`src/rtl/rename_unit_ckpt.sv`:
```
// Register-rename stage: RAT lookup, free-list allocation, ready tracking and
// branch checkpoints with out-of-order resolution and mispredict rollback.
module rename_unit_ckpt #(
  parameter int ARCH_REGS = 32,
  parameter int PHYS_REGS = 64,
  parameter int NUM_CKPT  = 4,
  localparam int AW = $clog2(ARCH_REGS),
  localparam int PW = $clog2(PHYS_REGS),
  localparam int CW = $clog2(NUM_CKPT)
) (
  input  logic          clk_i,
  input  logic          rst_ni,
  input  logic          dec_valid_i,
  output logic          dec_ready_o,
  input  logic          dec_rd_valid_i,
  input  logic [AW-1:0] dec_rd_idx_i,
  input  logic          dec_rs1_valid_i,
  input  logic [AW-1:0] dec_rs1_idx_i,
  input  logic          dec_rs2_valid_i,
  input  logic [AW-1:0] dec_rs2_idx_i,
  input  logic          dec_is_branch_i,
  output logic          ren_valid_o,
  output logic [PW-1:0] ren_rd_idx_o,
  output logic [PW-1:0] ren_rd_old_idx_o,
  output logic [PW-1:0] ren_rs1_idx_o,
  output logic          ren_rs1_ready_o,
  output logic [PW-1:0] ren_rs2_idx_o,
  output logic          ren_rs2_ready_o,
  output logic [CW-1:0] ren_ckpt_tag_o,
  input  logic          wb_valid_i,
  input  logic [PW-1:0] wb_idx_i,
  input  logic          cm_valid_i,
  input  logic [PW-1:0] cm_free_idx_i,
  input  logic          br_valid_i,
  input  logic [CW-1:0] br_tag_i,
  input  logic          br_mispred_i
);

  localparam int FD  = PHYS_REGS - ARCH_REGS;
  localparam int FIW = (FD > 1) ? $clog2(FD) : 1;
  localparam int FW  = FIW + 1;

  typedef logic [PW-1:0] preg_t;
  typedef logic [FW-1:0] ptr_t;

  preg_t               rat       [ARCH_REGS];
  preg_t               rat_after [ARCH_REGS];
  preg_t               fifo      [FD];
  logic [PHYS_REGS-1:0] ready, ready_next;
  ptr_t                head, tail, head_after;
  logic [FIW:0]        count;

  logic [NUM_CKPT-1:0] ckpt_valid, valid_next, kill;
  logic [NUM_CKPT-1:0] ckpt_mask [NUM_CKPT];
  logic [NUM_CKPT-1:0] mask_next [NUM_CKPT];
  preg_t               ckpt_rat  [NUM_CKPT][ARCH_REGS];
  ptr_t                ckpt_head [NUM_CKPT];

  logic          mispred, need_alloc, fire, alloc, ckpt_alloc, restore, push;
  logic          slot_free;
  logic [CW-1:0] free_slot;
  preg_t         new_idx, rs1_map, rs2_map;

  // Pointers count modulo FD; the top bit flips on each wrap to tell full from empty.
  function automatic ptr_t ptr_inc(input ptr_t p);
    ptr_t r;
    if (p[FIW-1:0] == FIW'(FD - 1)) r = {~p[FW-1], {FIW{1'b0}}};
    else                            r = p + ptr_t'(1);
    return r;
  endfunction

  always_comb begin
    if (head[FW-1] == tail[FW-1])
      count = {1'b0, tail[FIW-1:0]} - {1'b0, head[FIW-1:0]};
    else
      count = (FIW+1)'(FD) - {1'b0, head[FIW-1:0]} + {1'b0, tail[FIW-1:0]};
  end

  always_comb begin
    slot_free = 1'b0;
    free_slot = '0;
    for (int s = NUM_CKPT - 1; s >= 0; s--) begin
      if (!ckpt_valid[s]) begin
        slot_free = 1'b1;
        free_slot = CW'(s);
      end
    end
  end

  assign mispred     = br_valid_i & br_mispred_i;
  assign need_alloc  = dec_rd_valid_i & (dec_rd_idx_i != '0);
  assign dec_ready_o = rst_ni & ~mispred & (~need_alloc | (count != '0))
                     & (~dec_is_branch_i | slot_free);
  assign fire        = dec_valid_i & dec_ready_o;
  assign alloc       = fire & need_alloc;
  assign ckpt_alloc  = fire & dec_is_branch_i;
  assign restore     = mispred & ckpt_valid[br_tag_i];
  assign push        = cm_valid_i & (cm_free_idx_i != '0) & (count != (FIW+1)'(FD));
  assign new_idx     = fifo[head[FIW-1:0]];

  always_comb begin
    rat_after = rat;
    if (alloc) rat_after[dec_rd_idx_i] = new_idx;
  end

  assign head_after = alloc ? ptr_inc(head) : head;

  // Allocation clears after writeback sets, so a same-cycle collision leaves the bit low.
  always_comb begin
    ready_next = ready;
    if (wb_valid_i) ready_next[wb_idx_i] = 1'b1;
    if (alloc)      ready_next[new_idx]  = 1'b0;
  end

  assign rs1_map = (dec_rs1_idx_i == '0) ? '0 : rat[dec_rs1_idx_i];
  assign rs2_map = (dec_rs2_idx_i == '0) ? '0 : rat[dec_rs2_idx_i];

  assign ren_valid_o      = fire;
  assign ren_rd_idx_o     = alloc ? new_idx : '0;
  assign ren_rd_old_idx_o = alloc ? rat[dec_rd_idx_i] : '0;
  assign ren_ckpt_tag_o   = ckpt_alloc ? free_slot : '0;
  assign ren_rs1_idx_o    = (fire & dec_rs1_valid_i) ? rs1_map : '0;
  assign ren_rs2_idx_o    = (fire & dec_rs2_valid_i) ? rs2_map : '0;
  assign ren_rs1_ready_o  = fire & dec_rs1_valid_i & ((dec_rs1_idx_i == '0) | ready[rs1_map]
                          | (wb_valid_i & (wb_idx_i == rs1_map)));
  assign ren_rs2_ready_o  = fire & dec_rs2_valid_i & ((dec_rs2_idx_i == '0) | ready[rs2_map]
                          | (wb_valid_i & (wb_idx_i == rs2_map)));

  // A mispredict squashes the slot and all its younger slots; a correct one frees only itself.
  always_comb begin
    kill = '0;
    if (br_valid_i && ckpt_valid[br_tag_i]) begin
      kill[br_tag_i] = 1'b1;
      if (br_mispred_i) kill = kill | ckpt_mask[br_tag_i];
    end
    valid_next = ckpt_valid & ~kill;
    for (int s = 0; s < NUM_CKPT; s++) mask_next[s] = ckpt_mask[s] & ~kill;
    if (ckpt_alloc) begin
      for (int s = 0; s < NUM_CKPT; s++)
        if (valid_next[s]) mask_next[s][free_slot] = 1'b1;
      mask_next[free_slot]  = '0;
      valid_next[free_slot] = 1'b1;
    end
  end

  always_ff @(posedge clk_i or negedge rst_ni) begin
    if (!rst_ni) begin
      for (int i = 0; i < ARCH_REGS; i++) rat[i] <= PW'(i);
      for (int i = 0; i < FD; i++) fifo[i] <= PW'(ARCH_REGS + i);
      for (int s = 0; s < NUM_CKPT; s++) ckpt_mask[s] <= '0;
      ready      <= {{FD{1'b0}}, {ARCH_REGS{1'b1}}};
      head       <= '0;
      tail       <= {1'b1, {FIW{1'b0}}};
      ckpt_valid <= '0;
    end else begin
      ready      <= ready_next;
      ckpt_valid <= valid_next;
      for (int s = 0; s < NUM_CKPT; s++) ckpt_mask[s] <= mask_next[s];
      if (restore) begin
        for (int i = 0; i < ARCH_REGS; i++) rat[i] <= ckpt_rat[br_tag_i][i];
        head <= ckpt_head[br_tag_i];
      end else begin
        for (int i = 0; i < ARCH_REGS; i++) rat[i] <= rat_after[i];
        head <= head_after;
      end
      if (push) begin
        fifo[tail[FIW-1:0]] <= cm_free_idx_i;
        tail                <= ptr_inc(tail);
      end
    end
  end

  // Snapshot storage holds no meaningful value until its slot is allocated.
  always_ff @(posedge clk_i) begin
    if (ckpt_alloc) begin
      for (int i = 0; i < ARCH_REGS; i++) ckpt_rat[free_slot][i] <= rat_after[i];
      ckpt_head[free_slot] <= head_after;
    end
  end

endmodule

```
`config.mk`:
```
export PLATFORM = sky130hd
export DESIGN_NAME = rename_unit_ckpt
export DESIGN_NICKNAME = d
export VERILOG_FILES = /design/src/rtl/rename_unit_ckpt.sv
export SDC_FILE = /design/constraint.sdc
export NUM_CORES = 2
export LEC_CHECK = 0
export CAP_MARGIN = 20
export CORE_ASPECT_RATIO = 1.5
export CORE_MARGIN = 2
export CORE_UTILIZATION = 50
export CTS_BUF_LIST = sky130_fd_sc_hd__clkbuf_2
export DETAILED_ROUTE_END_ITERATION = 10
export HOLD_SLACK_MARGIN = 0.06
export PLACE_DENSITY = 0.73
export SLEW_MARGIN = 20
export SYNTH_ARGS = -nofsm -noshare
export SYNTH_HDL_FRONTEND = slang
export SYNTH_SLANG_ARGS = --single-unit
```
`constraint.sdc`:
```
create_clock -name clk_i -period 11.83 [get_ports clk_i]
set_input_delay 2.366 -clock clk_i [delete_from_list [all_inputs] [get_ports clk_i]]
set_output_delay 2.366 -clock clk_i [all_outputs]
set_load 0.01 [all_outputs]
```
==> results.ini <==
[clock_tree]
cts_made_buffers = 309
clk_pin_slew_ns = 0.09
cts_setup_buffers = 0
holdBufCountCts = 0
clkLatencyLatePin_ns = 1.58
h-tree-depth = 5
clockBufferDepth = 4
cts_root_buf = clkbuf_2
clock_sinks = 1268
cts_tree = done
cts-resized-gates = 0

[run_status]
status = completed

[timing]
rsz0062_at_grt = false
maxSlewHeadroom = 0.170
slew_violations = 0
tightest_slew_ns = 1.24
fin_tns_setup_ns = 0
clock.fmax_mhz = 105
setup_viol = 0
final.min_clock_period_ns = 9.54
hold_ws_ns = 0.507
fin_crit_sh = 0.806
hold_viol_final = 0
fin_worst_skew_ns = 0.182

[setup_path]
worst_setup_path_end_kind = primary output
worstPathRequired_ns = 9.46
cp-start-kind = primary input
crit_type = in2out
crit_fanout = 32
arrival_ns = 7.17
rr_worst_depth = 15

[routing]
firstDrtPassIters = 6
avgViaCountPerCell = 6.40
drtIter0Drc = 3279
drc = 0
routed_wl_mm = 158
vias = 33700
ant_nets = 0
wire_per_inst_microns = 29.9

[cells_and_area]
area_delta_synth_final_pct = 8.85
final_area_sq_um = 63000
fin_util = 0.550
layout.nets = 3543
layout-drive-gt1-share = 0.492
final_common_cell = edfxtp_1
final_cell_mix = 792 x edfxtp_1, 582 x mux2_2, 458 x clkbuf_2, 410 x mux4_2, 249 x dfrtp_1

[logic_synthesis]
ys_seq_area_frac = 0.621
netlist_instances = 3285
synth_nets = 3339
ys_seq_elements = 1268
async_flop_share = 0.375
synth_cell_types = 84
synth_top_area_frac = 0.411
yosys_warnings = 0
ys_top_cells_by_area = edfxtp_1 41%, mux4_2 16%, mux2_2 11%
avgSynthCellArea_sq_um = 17.6
yosysTopAreaCell = edfxtp_1
synth_flop_cell = edfxtp_1
synth_edf_count = 792
synth_area_sq_um = 57900

[grt]
grt_pass1_vias = 34800
grt.overflow.total = 0
grt_max_degree = 164
grt_pass1_wl_mm = 232
gr-usage-all-layers = 0.271
antenna_found_initial = 5

[worst_hold_path]
holdPathStages = 1
worstHoldPathType = reg2reg

[die]
die_w_microns = 282
coreArea_sq_um = 115000
row_count = 152
io_pins = 70
dieArea_sq_um = 119000
die_height_microns = 421
start_util = 0.505

[job]
drv_cap = 0

[power]
powerDensity_nw_per_um2 = 233
leakagePower_nw = 22.4
vdd_drop_max_uv = 155
total_power_mw = 14.7

[place]
gp_congestion = 0.971
portBuffers = 69
place_area_sq_um = 60200
hpwl_mm = 101

[stage by stage]
stage          std cells  setup slack, ns
2_1_floorplan       3285             1.98
3_3_place_gp        4718             2.47
3_5_place_dp        4718             2.39
4_1_cts             5259             2.38
5_1_grt             5261             2.09
6_report            5261             2.29
[sequential cells by signal, summed over array words and instances, names as in the netlist]
register    cells
ckpt_rat      768
fifo          192
rat           192
ready          64
ckpt_head      24
ckpt_mask      12
head            6
tail            6
ckpt_valid      4
[final timing paths]
| check | start | end | slack (ns) |
|---|---|---|---|
| min reg2reg | fifo[80]$_DFFE_PN0P_ | fifo[80]$_DFFE_PN0P_ | 0.51 |
| max in group asynchronous | rst_ni | fifo[26]$_DFFE_PN0P_ | 8.96 |
| min | fifo[80]$_DFFE_PN0P_ | fifo[80]$_DFFE_PN0P_ | 0.51 |
| max | dec_rs1_idx_i[2] | ren_rs1_ready_o | 2.29 |
| max reg2reg | head[0]$_DFF_PN0_ | ckpt_rat[1][84]$_DFFE_PP_ | 6.21 |
| min in group asynchronous | rst_ni | rat[188]$_DFF_PN0_ | 0.77 |
[kinds of logic (layout without fill, tap and decap cells)]
kind of cell    count (synthesis)  count (layout)  share of synthesized area
flops                        1268            1268                      0.621
compound gates                329             329                     0.0365
buf+inv                       266             700                     0.0191
mux                          1060            1060                      0.285
fa+ha+maj                      14              14                    0.00315
other cells                     0               2                          0
xor+xnor                       18              18                    0.00272
simple gates                  330             330                     0.0321
[report_power, final]
part           leakage [nW]  total, mW  internal [mW]  switching [mW]
clock network          2.15       2.90           1.18            1.72
logic                  7.62       4.46           2.00            2.46
registers              12.6       7.30           6.23            1.07
total                  22.4       14.7           9.41            5.25
[per-layer routing]
layer	track usage	routed length (microns)	vias up
met5	0	37	-
met4	0.183	11200	6
met3	0.0570	10400	443
met2	0.450	80000	1598
met1	0.317	56000	17800
li1	-	-	13900
[worst max-delay path: stages]
cell and delay, ns:
clkdlybuf4s50_1 1.00, nor2_1 0.33, nor4b_2 0.82, a21o_1 0.34
or3_1 0.16, buf_4 0.39, mux2_2 0.39, o211ai_1 0.16
a41oi_1 0.16, nor4_1 0.38, a31oi_1 0.15, clkdlybuf4s50_1 0.51
[layout make-up]
| type | instances | area (sq um) |
|---|---|---|
| fillers | 9033 | 51600 |
| flip-flops and latches | 1268 | 36000 |
| multi-input cells | 1751 | 21000 |
| clock buffers | 458 | 2290 |
| well taps | 1540 | 1930 |
| repair buffers | 124 | 1210 |
| clock inverters | 83 | 510 |
| inverters | 35 | 146 |
| diodes | 2 | 5.00 |
[cell usage after synthesis, types with 5 or more instances]
cell,instances
a32o_1,8
o21ai_1,6
nor3_1,22
a22o_1,9
a31oi_1,9
a32oi_1,6
buf_2,27
nor2_1,59
nand3_1,38
edfxtp_1,792
a21o_1,6
o31ai_1,14
and2_1,8
nor2b_1,8
dfrtp_1,251
mux2i_1,62
buf_6,6
a21oi_1,151
or4_1,9
and3_1,24
nor4_2,15
nand4_1,12
a2111oi_0,7
nand2_1,79
mux4_2,410
buf_1,18
o2111ai_1,5
o21ai_0,26
o22ai_1,25
clkbuf_1,175
inv_1,30
nor3_2,10
nand3b_1,5
xor2_1,8
nand2b_1,7
mux2_2,582
a22oi_1,13
nor3b_1,8
o211ai_1,14
dfstp_2,225
xnor2_1,10
ha_1,13
(Power assumes the default switching activity.)
